==> src/rtl/fetch_pkg.sv <==
// Shared types and constants for the instruction-fetch stage.
//   fetch_state_t        : fetch controller state encoding
//   fetch_entry_t        : {pc, instr} pair held in the fetch queues
//   INSTR_W              : instruction / address width
//   RESET_VECTOR_DEFAULT : first fetch address after reset
package fetch_pkg;

  localparam int          INSTR_W              = 32;
  localparam logic [31:0] RESET_VECTOR_DEFAULT = 32'h0040_0000;

  typedef enum logic [1:0] {
    IDLE,
    RUN,
    FLUSH,
    HALT
  } fetch_state_t;

  typedef struct packed {
    logic [INSTR_W-1:0] pc;
    logic [INSTR_W-1:0] instr;
  } fetch_entry_t;

endpackage

==> src/rtl/instr_fetch_unit_if.sv <==
// Instruction-memory request/response bundle.
//   imem_req_valid/addr : fetch request (driven by the fetch unit)
//   imem_req_ready      : memory accepts the request
//   imem_rsp_valid/data : in-order instruction return, never back-pressured
// master = fetch unit side, slave = memory side.
interface instr_fetch_unit_if;
  import fetch_pkg::*;

  logic               imem_req_valid;
  logic [INSTR_W-1:0] imem_req_addr;
  logic               imem_req_ready;
  logic               imem_rsp_valid;
  logic [INSTR_W-1:0] imem_rsp_data;

  modport master (
    output imem_req_valid, imem_req_addr,
    input  imem_req_ready, imem_rsp_valid, imem_rsp_data
  );

  modport slave (
    input  imem_req_valid, imem_req_addr,
    output imem_req_ready, imem_rsp_valid, imem_rsp_data
  );

endinterface

==> src/rtl/fetch_fifo.sv <==
// Synchronous DEPTH-entry FIFO of fetch_entry_t.
//   push/din   : write an entry at the tail
//   pop/dout   : dout shows the head; pop advances it
//   clear      : empties the FIFO, overriding a same-cycle push or pop
//   count/empty/full : occupancy status
module fetch_fifo
  import fetch_pkg::*;
#(
  parameter int DEPTH = 2
) (
  input  logic                   clk,
  input  logic                   rst,
  input  logic                   push,
  input  logic                   pop,
  input  logic                   clear,
  input  fetch_entry_t           din,
  output fetch_entry_t           dout,
  output logic [$clog2(DEPTH):0] count,
  output logic                   empty,
  output logic                   full
);

  localparam int             AW       = $clog2(DEPTH);
  localparam logic [AW:0]    FULL_CNT = (AW+1)'(DEPTH);

  fetch_entry_t  mem_q [DEPTH];
  logic [AW-1:0] wr_ptr_q, wr_ptr_d;
  logic [AW-1:0] rd_ptr_q, rd_ptr_d;
  logic [AW:0]   count_q, count_d;

  always_comb begin
    wr_ptr_d = wr_ptr_q;
    rd_ptr_d = rd_ptr_q;
    count_d  = count_q;
    if (clear) begin
      wr_ptr_d = '0;
      rd_ptr_d = '0;
      count_d  = '0;
    end else begin
      if (push) wr_ptr_d = wr_ptr_q + 1'b1;
      if (pop)  rd_ptr_d = rd_ptr_q + 1'b1;
      case ({push, pop})
        2'b10:   count_d = count_q + 1'b1;
        2'b01:   count_d = count_q - 1'b1;
        default: count_d = count_q;
      endcase
    end
  end

  always_ff @(posedge clk or negedge rst) begin
    if (!rst) begin
      wr_ptr_q <= '0;
      rd_ptr_q <= '0;
      count_q  <= '0;
    end else begin
      wr_ptr_q <= wr_ptr_d;
      rd_ptr_q <= rd_ptr_d;
      count_q  <= count_d;
    end
  end

  // Storage needs no reset: nothing reads it while count is zero.
  always_ff @(posedge clk) begin
    if (push && !clear) mem_q[wr_ptr_q] <= din;
  end

  assign dout  = mem_q[rd_ptr_q];
  assign count = count_q;
  assign empty = (count_q == '0);
  assign full  = (count_q == FULL_CNT);

endmodule

==> src/rtl/instr_fetch_unit.sv <==
// Instruction-fetch stage between the PC register and instruction memory.
//   clk, rst (async, active-low)
//   pc_in / pc_next       : current PC in, next PC out (combinational)
//   imem (master)         : in-order fetch requests and responses
//   redirect_valid/_pc    : branch/jump redirect from execute
//   if_valid/instr/pc, if_ready : buffered instruction stream to decode
//   fetch_fault           : sticky misaligned-redirect flag
//
// state | meaning
// IDLE  | first cycle out of reset, pc_next = RESET_VECTOR
// RUN   | normal fetching under the credit limit
// FLUSH | discarding responses to requests issued before a redirect
// HALT  | misaligned redirect seen; frozen until reset
module instr_fetch_unit
  import fetch_pkg::*;
#(
  parameter logic [31:0] RESET_VECTOR = RESET_VECTOR_DEFAULT,
  parameter int          DEPTH        = 2
) (
  input  logic               clk,
  input  logic               rst,
  input  logic [INSTR_W-1:0] pc_in,
  output logic [INSTR_W-1:0] pc_next,
  instr_fetch_unit_if.master imem,
  input  logic               redirect_valid,
  input  logic [INSTR_W-1:0] redirect_pc,
  output logic               if_valid,
  output logic [INSTR_W-1:0] if_instr,
  output logic [INSTR_W-1:0] if_pc,
  input  logic               if_ready,
  output logic               fetch_fault
);

  localparam int CW = $clog2(DEPTH) + 1;

  fetch_state_t  state_q, state_d;
  logic [CW-1:0] outstanding_q, outstanding_d;
  logic [CW-1:0] drop_q, drop_d;
  logic          fault_q, fault_d;

  logic          in_stream, redirect_ok, redirect_bad;
  logic          accept, rsp_take, rsp_drop, buf_pop;
  logic [CW:0]   credit_used;
  logic [CW-1:0] buf_count;
  fetch_entry_t  pend_din, pend_head, buf_din, buf_head;
  logic          buf_empty;
  logic [CW-1:0] pend_count_unused;
  logic          pend_empty_unused, pend_full_unused, buf_full_unused;
  logic [INSTR_W-1:0] pend_instr_unused;

  assign in_stream    = (state_q == RUN) || (state_q == FLUSH);
  assign redirect_ok  = in_stream && redirect_valid && (redirect_pc[1:0] == 2'b00);
  assign redirect_bad = in_stream && redirect_valid && (redirect_pc[1:0] != 2'b00);

  // Buffered plus in-flight entries never exceed DEPTH, so the buffer cannot overflow.
  assign credit_used         = {1'b0, buf_count} + {1'b0, outstanding_q};
  assign imem.imem_req_valid = (state_q == RUN) && !redirect_valid &&
                               (credit_used < (CW+1)'(DEPTH));
  assign imem.imem_req_addr  = pc_in;

  assign accept   = imem.imem_req_valid && imem.imem_req_ready;
  // A zero outstanding count gates out responses to requests issued before a reset.
  assign rsp_take = (state_q == RUN) && imem.imem_rsp_valid && (outstanding_q != '0);
  assign rsp_drop = (state_q == FLUSH) && imem.imem_rsp_valid && (drop_q != '0);
  assign buf_pop  = if_valid && if_ready;

  assign pend_din          = '{pc: pc_in, instr: '0};
  assign buf_din           = '{pc: pend_head.pc, instr: imem.imem_rsp_data};
  assign pend_instr_unused = pend_head.instr;

  fetch_fifo #(.DEPTH(DEPTH)) u_pend (
    .clk   (clk),
    .rst   (rst),
    .push  (accept),
    .pop   (rsp_take),
    .clear (redirect_ok || redirect_bad),
    .din   (pend_din),
    .dout  (pend_head),
    .count (pend_count_unused),
    .empty (pend_empty_unused),
    .full  (pend_full_unused)
  );

  fetch_fifo #(.DEPTH(DEPTH)) u_buf (
    .clk   (clk),
    .rst   (rst),
    .push  (rsp_take),
    .pop   (buf_pop),
    .clear (redirect_ok || redirect_bad),
    .din   (buf_din),
    .dout  (buf_head),
    .count (buf_count),
    .empty (buf_empty),
    .full  (buf_full_unused)
  );

  assign if_valid    = !buf_empty;
  assign if_instr    = buf_head.instr;
  assign if_pc       = buf_head.pc;
  assign fetch_fault = fault_q;

  always_comb begin
    pc_next = pc_in;
    if (state_q == IDLE)  pc_next = RESET_VECTOR;
    else if (redirect_ok) pc_next = redirect_pc;
    else if (accept)      pc_next = pc_in + 32'd4;
  end

  always_comb begin
    state_d       = state_q;
    outstanding_d = outstanding_q;
    drop_d        = drop_q;
    fault_d       = fault_q;
    case (state_q)
      IDLE: state_d = RUN;
      RUN: begin
        if (accept)   outstanding_d = outstanding_d + 1'b1;
        if (rsp_take) outstanding_d = outstanding_d - 1'b1;
      end
      FLUSH: begin
        if (rsp_drop)      drop_d  = drop_q - 1'b1;
        if (drop_d == '0)  state_d = RUN;
      end
      HALT: state_d = HALT;
      default: state_d = IDLE;
    endcase

    if (redirect_bad) begin
      state_d       = HALT;
      fault_d       = 1'b1;
      outstanding_d = '0;
      drop_d        = '0;
    end else if (redirect_ok) begin
      // outstanding_d already excludes a response consumed this cycle,
      // and no request can be accepted while a redirect is asserted.
      if (state_q == RUN) begin
        drop_d        = outstanding_d;
        outstanding_d = '0;
      end
      state_d = (drop_d == '0) ? RUN : FLUSH;
    end
  end

  always_ff @(posedge clk or negedge rst) begin
    if (!rst) begin
      state_q       <= IDLE;
      outstanding_q <= '0;
      drop_q        <= '0;
      fault_q       <= 1'b0;
    end else begin
      state_q       <= state_d;
      outstanding_q <= outstanding_d;
      drop_q        <= drop_d;
      fault_q       <= fault_d;
    end
  end

endmodule
==> src/flat_wrapper.sv <==
// flat-port wrapper written by rule: the top's interface ports become plain ports
module instr_fetch_unit_flat import fetch_pkg::*;
#(
  parameter logic [31:0] RESET_VECTOR = RESET_VECTOR_DEFAULT,
  parameter int          DEPTH        = 2
)
  (clk, rst, pc_in, pc_next, redirect_valid, redirect_pc, if_valid, if_instr, if_pc, if_ready, fetch_fault, imem_imem_req_valid, imem_imem_req_addr, imem_imem_req_ready, imem_imem_rsp_valid, imem_imem_rsp_data);
  instr_fetch_unit_if imem_i ();
  input  logic clk;
  input  logic rst;
  input  logic [INSTR_W-1:0] pc_in;
  output logic [INSTR_W-1:0] pc_next;
  input  logic redirect_valid;
  input  logic [INSTR_W-1:0] redirect_pc;
  output logic if_valid;
  output logic [INSTR_W-1:0] if_instr;
  output logic [INSTR_W-1:0] if_pc;
  input  logic if_ready;
  output logic fetch_fault;
  output wire logic [$bits(imem_i.imem_req_valid)-1:0] imem_imem_req_valid;
  output wire logic [$bits(imem_i.imem_req_addr)-1:0] imem_imem_req_addr;
  input wire logic [$bits(imem_i.imem_req_ready)-1:0] imem_imem_req_ready;
  input wire logic [$bits(imem_i.imem_rsp_valid)-1:0] imem_imem_rsp_valid;
  input wire logic [$bits(imem_i.imem_rsp_data)-1:0] imem_imem_rsp_data;
  assign imem_imem_req_valid = imem_i.imem_req_valid;
  assign imem_imem_req_addr = imem_i.imem_req_addr;
  assign imem_i.imem_req_ready = imem_imem_req_ready;
  assign imem_i.imem_rsp_valid = imem_imem_rsp_valid;
  assign imem_i.imem_rsp_data = imem_imem_rsp_data;
  instr_fetch_unit #(.RESET_VECTOR(RESET_VECTOR), .DEPTH(DEPTH)) u_core (.clk(clk), .rst(rst), .pc_in(pc_in), .pc_next(pc_next), .imem(imem_i), .redirect_valid(redirect_valid), .redirect_pc(redirect_pc), .if_valid(if_valid), .if_instr(if_instr), .if_pc(if_pc), .if_ready(if_ready), .fetch_fault(fetch_fault));
endmodule
==> config.mk <==
export PLATFORM = sky130hd
export DESIGN_NAME = instr_fetch_unit_flat
export DESIGN_NICKNAME = d
export VERILOG_FILES = /design/src/rtl/fetch_pkg.sv /design/src/rtl/instr_fetch_unit_if.sv /design/src/rtl/fetch_fifo.sv /design/src/rtl/instr_fetch_unit.sv /design/src/flat_wrapper.sv
export SDC_FILE = /design/constraint.sdc
export NUM_CORES = 1
export LEC_CHECK = 0
export ABC_CLOCK_PERIOD_IN_PS = 6600
export CAP_MARGIN = 0
export CORE_ASPECT_RATIO = 1.25
export CORE_UTILIZATION = 49
export CTS_BUF_LIST = sky130_fd_sc_hd__clkbuf_2
export DETAILED_ROUTE_END_ITERATION = 8
export PLACE_DENSITY = 0.79
export SLEW_MARGIN = 20
export SYNTH_ARGS = -nofsm -noshare
export SYNTH_HDL_FRONTEND = slang
export SYNTH_HIERARCHICAL = 1
export SYNTH_SLANG_ARGS = --single-unit
==> constraint.sdc <==
create_clock -name clk -period 6.6 [get_ports clk]
set_input_delay 0.99 -clock clk [delete_from_list [all_inputs] [get_ports clk]]
set_output_delay 0.99 -clock clk [all_outputs]
set_load 0.01 [all_outputs]
==> results of run 1 <==
## flip-flops by register name, summed over array words and instances, names as in the netlist
register,flops
u_core/u_buf/wr_ptr_q,1
u_core/u_pend/rd_ptr_q,1
u_core/u_pend/wr_ptr_q,1
u_core/state_q,2
u_core/u_buf/count,2
u_core/drop_q,2
u_core/u_buf/rd_ptr_q,1
u_core/outstanding_q,2
u_core/u_buf/mem_q,128
u_core/fetch_fault,1
u_core/u_pend/mem_q,64
## final cells by class
class	instances	area [um2]	area share, %
multi-input combinational	321	2914	23.85
clock buffer	70	350.3	2.867
antenna	1	2.502	0.02048
tap	232	290.3	2.376
clock inverter	16	116.4	0.9524
sequential	205	6096	49.89
timing repair buffer	238	2380	19.48
inverter	17	68.82	0.5632
## report_power, final
group | internal [mW] | total (mW) | switching, mW
combinational | 0.540 | 0.862 | 0.322
clock | 0.362 | 0.821 | 0.459
sequential | 1.45 | 1.50 | 0.0579
total | 2.35 | 3.19 | 0.839
## cells in the final DEF (no fill, tap or decap), types with 2 or more instances in the layout
| cell | count |
|---|---|
| ha_1 | 7 |
| a211oi_1 | 25 |
| a311oi_1 | 3 |
| or2_2 | 2 |
| nor3b_1 | 3 |
| or3_1 | 3 |
| nor2_1 | 42 |
| buf_4 | 5 |
| mux2_4 | 68 |
| nand2_1 | 17 |
| nor3b_2 | 2 |
| clkinv_2 | 3 |
| inv_1 | 16 |
| and3_1 | 3 |
| clkdlybuf4s50_1 | 232 |
| a21oi_1 | 3 |
| nor3_1 | 6 |
| nand3b_1 | 2 |
| nand3_1 | 9 |
| bufinv_16 | 2 |
| a31oi_1 | 3 |
| nand4b_1 | 2 |
| mux2_2 | 28 |
| dfrtp_1 | 11 |
| nor3_4 | 2 |
| edfxtp_1 | 192 |
| o211a_1 | 2 |
| xnor2_1 | 12 |
| nand4_1 | 12 |
| o21ai_0 | 12 |
| clkinv_1 | 11 |
| o211ai_1 | 2 |
| nor2b_1 | 2 |
| xor2_1 | 22 |
| clkbuf_2 | 70 |
## stage by stage
stage / worst slack, ns / hold slack [ns] / util (%) / power (mW) / area (um2)
after floorplan: 1.999 / 0.5122 / - / 2.047 / 9478
after global placement: 1.733 / 0.4658 / 62.20 / 2.393 / 11720
after detailed placement: 1.632 / 0.4634 / 62.20 / 2.402 / 11720
after CTS: 1.492 / 0.4974 / 64.68 / 3.231 / 12190
after global routing: 1.398 / 0.5341 / 64.82 / 3.337 / 12220
final: 1.591 / 0.5026 / 64.82 / 3.186 / 12220
## worst max-delay path: stages (launching register included)
cell             delay (ns)
dfrtp_1                0.44
and2_1                 0.19
fa_1                   0.49
nor4b_4                0.43
and3_4                 0.39
nand3_2                0.12
or3_1                  0.35
a311oi_1               0.28
clkdlybuf4s50_1        0.59
## layer usage
metal  vias up  routed length (um)  global-route usage, %
li1       2740                   -                      -
met1      2828                7619                  22.16
met2       245               10460                  36.17
met3        37                1070                  4.419
met4         0                 454                  8.663
met5         -                   0                      0
## final timing paths
check | endpoint | slack (ns) | cells after the start
worst max-delay path | pc_next[29] | 1.59 | 8
worst min-delay path | u_core/fetch_fault | 0.50 | 1
worst max register to register | u_core/u_pend/mem_q[1][47] | 3.58 | 6
worst min register to register | u_core/fetch_fault | 0.50 | 1
max in group asynchronous | u_core/u_buf/rd_ptr_q | 5.51 | 1
min in group asynchronous | u_core/u_buf/count[0] | 0.63 | 1
==> results.yml, run 1 <==
status:
  status: "finished clean"
power:
  ir_drop_mv: 0.1665
  p_leak_nw: 4.402
  power_density_nw_per_um2: 260.8
clocking:
  clk_latency_ns: 0.74
  cts_setup_buffers: 0
  cts_tree: "yes"
  post_cts_resized: 0
  path_clk_slew_ns: 0.10
  htreeDepth: 2
  cts.sinks: 205
  cts.path.max_buffers: 3
  root_buffer: "clkbuf_2"
  cts-buffers-inserted: 48
  hold_buffers: 0
critical_path:
  worstPathArrival_ns: 4.02
  start_kind: "flop"
  cp-startpoint: "u_core/u_buf/count[0]"
  path_class: "flop to output port"
  r2r_start: "u_core/u_buf/count[0]"
  cp_max_fo: 13
  end_kind: "output port"
  critPathRequiredTime_ns: 5.61
routing:
  drtPass1Iterations: 5
  wl_mm: 19.61
  vias_per_cell: 5.318
  ant_nets: 0
  via_count: 5850
  wire_per_inst_um: 17.83
  drt_iter0_markers: 239
  drc: 0
sta:
  rsz0062_at_grt: "no"
  slew_viol_final: 0
  skew_ns: 0.02852
  setup_tns_ns: 0
  fmax_ghz: 0.1996
  hold_viol_final: 0
  min_period_ns: 5.009
  slew_headroom_pct: 33.68
  worst_pin_slew_ns: 0.9948
  setup_violations: 0
  fin_crit_sh_pct: 75.90
floorplanning:
  die_h_um: 157.5
  die_w_um: 126.4
  io-pin-count: 233
  core_um2: 18850
  initial_core_util_pct: 50.26
  rows: 56
  die_area_um2: 19900
layout:
  fin_nets: 941
  num-fill-cells: 1341
  finalNonFillerCells: 1100
  area_growth_pct: 28.98
  drive_gt1_share_pct: 22.84
synth:
  ys_warn_count: 6
  syn-num-nets: 710
  synth_area_um2: 9473
  netlist_instances: 600
  synth.avg_cell_area_um2: 15.79
min_path:
  min-delay-start: "u_core/fetch_fault"
  hp-class: "flop to flop"
place:
  dp.cells: 1012
  io_buffers: 232
  globalplace.congestion: 0.8657
  dp_hpwl_mm: 13.36
global_routing:
  grt_first_pass_wirelength_mm: 30.40
  grt_pass1_vias: 6057
  grt_util_all_layers_pct: 19.81
  grt_max_degree: 65
  grt-ovfl-total: 0
  antenna_found_initial: 1
job:
  cap_violations: 0
Note: power is estimated with default switching activity, not from simulation.
==> run 2, diff against run 1 <==
ABC_CLOCK_PERIOD_IN_PS = 4500   (was 6600)
clock period = 4.5 ns   (was 6.6 ns; I/O delays follow)
==> results.yml, run 2 (synthesized netlist as in run 1, its figures left out) <==
clocking:
  cts.path.max_buffers: 3
  clk_latency_ns: 0.73
  hold_buffers: 0
  htreeDepth: 2
  root_buffer: "clkbuf_2"
  cts-buffers-inserted: 47
  cts_tree: "yes"
  path_clk_slew_ns: 0.12
  cts.sinks: 205
floorplanning:
  die_h_um: 157.5
  io-pin-count: 233
  initial_core_util_pct: 50.26
  core_um2: 18850
  rows: 56
  die_area_um2: 19900
  die_w_um: 126.4
sta:
  fin_crit_sh_pct: 95.91
  min_period_ns: 4.316
  hold_viol_final: 0
  slew_headroom_pct: 35.00
  slew_viol_final: 0
  setup_violations: 0
  worst_pin_slew_ns: 0.9750
  fmax_ghz: 0.2317
  skew_ns: 0.04952
layout:
  area_growth_pct: 30.84
  final_common_cell: "clkdlybuf4s50_1"
  largestRegisters: "u_core/u_buf/mem_q x128, u_core/u_pend/mem_q x64"
  fin_nets: 966
  final_util_pct: 65.76
  regMostFlops: "u_core/u_buf/mem_q"
  largest_register_ffs: 128
  drive_gt1_share_pct: 26.12
  final_cell_mix: "204 x clkdlybuf4s50_1, 192 x edfxtp_1, 76 x clkbuf_2, 68 x mux2_4, 42 x nor2_1"
routing:
  via_count: 6029
  drc: 0
  vias_per_cell: 5.359
  drtPass1Iterations: 5
  drt_iter0_markers: 365
  wl_mm: 20.60
  wire_per_inst_um: 18.31
  ant_nets: 0
job:
  cap_violations: 0
place:
  io_buffers: 232
  dp_hpwl_mm: 13.87
  globalplace.congestion: 0.8067
critical_path:
  start_kind: "flop"
  cp_max_fo: 4
  max_stage_delay_ns: 0.51
  r2r_slack_ns: 1.38
  crit_path_top_delay_cell: "fa_1"
  worstPathArrival_ns: 3.64
  r2r_start: "u_core/outstanding_q[0]"
  cp_cell_sequence: "and2_4, fa_1, nor4b_4, buf_4, and4_4, buf_12, nand3_4, or4_1, a31oi_2, buf_2"
  ff2ff_path_depth: 8
  critPathRequiredTime_ns: 3.83
  r2r-end: "u_core/u_pend/mem_q[1][53]"
  path_class: "flop to output port"
  end_kind: "output port"
global_routing:
  grt.busiest_layer: "met2"
  grt_first_pass_wirelength_mm: 31.76
  grt_pass1_vias: 6262
  antenna_found_initial: 1
  met3_usage_pct: 4.283
  use_met2_pct: 36.60
  grt_use_met1_pct: 23.01
  grt_max_degree: 62
  grt_util_all_layers_pct: 20.65
  grt-ovfl-total: 0
status:
  status: "finished clean"
power:
  p_leak_nw: 4.619
  power_frac_comb_pct: 26.1
  power_density_nw_per_um2: 371.5
  seqPwrFrac_pct: 49.7
  power_frac_clock_pct: 24.2
  fin_total_pwr_mw: 4.605
  swShare_pct: 27.07
  p_int_mw: 3.359
  p_switching_mw: 1.247
  ir_drop_mv: 0.2680
min_path:
  hp-class: "input pin to async pin"
==> run 2: cell types whose count changed in the layout (fill, tap and decap cells not counted), moves of 2 or more <==
cell             before  now
clkinv_1             11    6
clkbuf_2             70   76
buf_4                 5   28
buf_12                1    3
dlygate4sd2_1         0   17
dlymetal6s2s_1        0    9
bufinv_16             2    0
clkdlybuf4s50_1     232  204
==> run 2: worst max-delay path, delay by kind of cell, from the launching register on <==
family                     cells  cell delay (ns)
buffers and inverters          3             0.46
adders and majority gates      1             0.51
and+or+nand+nor                5             1.32
AOI/OAI and AO/OA              1             0.18
DFF                            1             0.45
==> run 2: routing by layer <==
metal / up-vias / share of wire [%]
li1: 2789 / -
met1: 2896 / 38
met2: 274 / 52
met3: 70 / 6.1
met4: 0 / 4.1
met5: - / 0
==> run 2: through the flow <==
step             TNS, ns  cells  instance area, um2  setup WS (ns)  hold slack (ns)
2_1_floorplan          0    600                9483         0.3763           0.3794
3_3_place_gp           0   1024               11850         0.4684           0.4692
3_5_place_dp           0   1024               11850         0.3442           0.4884
4_1_cts                0   1120               12340       0.007938           0.2859
5_1_grt        -0.007121   1125               12390      -0.005545           0.3000
6_report               0   1125               12390         0.1839           0.3231
==> run 2: repair_timing <==
action                     4_1_cts  5_1_grt
buffers inserted                10        4
setup endpoints to repair       26       15
cloned                           1        0
resized for setup               21       17
hold endpoints to repair         0        0
pin swaps                        3        2
==> run 2: cell type report <==
class | instances | area [um2]
Fill cell | 1326 | 6454
Clock buffer | 75 | 375.4
Inverter | 17 | 68.82
Antenna cell | 1 | 2.502
Sequential cell | 205 | 6097
Tap cell | 232 | 290.3
Timing Repair Buffer | 263 | 2584
Clock inverter | 10 | 41.29
Multi-Input combinational cell | 322 | 2935
==> run 2: how the worst max path moves through the flow <==
stage                                  from                        to  slack [ns]  depth (start not counted)
floorplan                 u_core/state_q[1]  u_core/u_buf/mem_q[0][0]        0.38                          6
global placement                   pc_in[7]               pc_next[27]        0.47                          7
detailed placement                 pc_in[9]               pc_next[27]        0.34                          7
CTS                 u_core/outstanding_q[0]                pc_next[7]       0.008                          9
global route        u_core/outstanding_q[0]               pc_next[26]      -0.006                         10
finish              u_core/outstanding_q[0]               pc_next[28]        0.18                         10
==> run 2: power by group through the flow <==
| stage | combinational (mW) | clock (mW) | sequential [mW] |
|---|---|---|---|
| detailed placement | 1.19 | 0 | 2.34 |
| global placement | 1.18 | 0 | 2.33 |
| floorplan | 0.819 | 0 | 2.18 |
| finish | 1.20 | 1.11 | 2.29 |
| CTS | 1.20 | 1.16 | 2.30 |
| global route | 1.27 | 1.25 | 2.30 |
==> run 3, diff against run 2 <==
ABC_CLOCK_PERIOD_IN_PS = 4200   (was 4500)
CORE_UTILIZATION = 54   (was 49)
PLACE_DENSITY = 0.9   (was 0.79)
clock period = 4.2 ns   (was 4.5 ns; I/O delays follow)
==> results.yml, run 3 (synthesized netlist as in run 1, its figures left out) <==
clocking:
  root_buffer: "clkbuf_2"
  htreeDepth: 2
  cts_tree: "yes"
  cts.path.max_buffers: 3
  path_clk_slew_ns: 0.11
  cts.sinks: 205
  cts-buffers-inserted: 46
  clk_latency_ns: 0.70
layout:
  regMostFlops: "u_core/u_buf/mem_q"
  drive_gt1_share_pct: 27.68
  stdcell_area_um2: 12370
  final_cell_mix: "203 x clkdlybuf4s50_1, 192 x edfxtp_1, 77 x clkbuf_2, 68 x mux2_4, 42 x nor2_1"
  finalNonFillerCells: 1118
  area_growth_pct: 30.54
  fin_nets: 975
  final_common_cell: "clkdlybuf4s50_1"
  largest_register_ffs: 128
  num-fill-cells: 1123
  multi_input_area_um2: 2939
  seqCellArea_um2: 6097
  final_util_pct: 72.84
  largestRegisters: "u_core/u_buf/mem_q x128, u_core/u_pend/mem_q x64"
floorplanning:
  die_h_um: 150.1
  io-pin-count: 233
  die_area_um2: 18080
  core_um2: 16980
  initial_core_util_pct: 55.80
  rows: 53
  die_w_um: 120.5
sta:
  skew_ns: 0.04879
  worst_pin_slew_ns: 1.023
  setup_tns_ns: 0
  slew_headroom_pct: 31.83
  setup_violations: 0
  min_period_ns: 4.094
  hold_viol_final: 0
  fmax_ghz: 0.2443
  slew_viol_final: 0
  fin_crit_sh_pct: 97.47
  rsz0062_at_grt: "yes"
  fin_ws_ns: 0.1064
  timing.hold.ws_ns: 0.3443
global_routing:
  grt_max_degree: 65
  grt-ovfl-total: 0
  grt_first_pass_wirelength_mm: 32.29
  grt_util_all_layers_pct: 23.54
  grt_pass1_vias: 6420
  antenna_found_initial: 1
critical_path:
  critPathRequiredTime_ns: 3.57
  end_kind: "output port"
  crit_top_cell: "buf_4"
  path_class: "flop to output port"
  cp_max_fo: 4
  r2r_slack_ns: 1.13
  ff2ff_path_depth: 8
  crit_buf_inv: 3
  max_stage_delay_ns: 0.48
  crit_path_top_delay_cell: "fa_1"
  worstPathArrival_ns: 3.46
  critPathTopFamily: "simple AND/OR/NAND/NOR gates"
  start_kind: "flop"
  r2r_start: "u_core/outstanding_q[0]"
  r2r-end: "u_core/u_pend/mem_q[1][60]"
  cp_cell_sequence: "and2_1, fa_1, nor4b_4, buf_4, and4_4, buf_4, nand3_4, or4_4, a31oi_1, buf_2"
power:
  seqPwrFrac_pct: 50.2
  fin_total_pwr_mw: 4.873
  power_frac_clock_pct: 23.1
  ir_drop_mv: 0.2913
  power_frac_comb_pct: 26.7
  swShare_pct: 27.09
  p_leak_nw: 4.583
  p_int_mw: 3.553
  power_density_nw_per_um2: 394.1
  p_switching_mw: 1.320
routing:
  wire_per_inst_um: 19.11
  drc: 0
  drtPass1Iterations: 5
  vias_per_cell: 5.488
  ant_nets: 0
  wl_mm: 21.36
  via_count: 6136
  drt_iter0_markers: 436
job:
  cap_violations: 0
status:
  status: "finished clean"
place:
  dp_hpwl_mm: 15.12
  dpl_worst_slack_ns: 0.3049
  io_buffers: 232
  dp.cells: 1026
  globalplace.congestion: 0.9638
  postPlaceCellArea_um2: 11930
min_path:
  hp-class: "input pin to async pin"
-- run 3: worst max-delay path by stage --
stage / startpoint / cells after the start / endpoint
final: u_core/outstanding_q[0] / 10 / pc_next[28]
after global routing: u_core/outstanding_q[0] / 10 / pc_next[28]
after CTS: u_core/outstanding_q[0] / 10 / pc_next[3]
after detailed placement: redirect_valid / 7 / pc_next[27]
after global placement: redirect_valid / 7 / pc_next[28]
after floorplan: u_core/state_q[1] / 6 / u_core/u_buf/mem_q[0][0]
-- run 3: area by class of cell --
type	count	area share, %
sequential	205	49.31
multi-input combinational	321	23.77
timing repair buffer	274	20.97
clock buffer	67	2.712
tap	220	2.226
inverter	17	0.5565
clock inverter	12	0.4250
antenna	2	0.04047
-- run 3: power groups by stage --
stage	Combinational, mW	Clock (mW)	Sequential, mW
after floorplan	0.878	0	2.34
after global placement	1.26	0	2.50
after detailed placement	1.30	0	2.50
after CTS	1.29	1.17	2.46
after global routing	1.37	1.26	2.47
final	1.30	1.13	2.45
-- run 3: repair_timing --
action	CTS	global route
resized for setup	32	36
buffers inserted	9	2
pin swaps	4	0
hold endpoints to repair	0	0
hold buffers	0	0
setup endpoints to repair	28	15
-- run 3: per-layer routing --
layer	part of all wire [%]	GRT usage (%)
met4	4.1	12.78
met2	53	43.05
met1	37	25.84
met5	0	0
met3	5.9	4.078
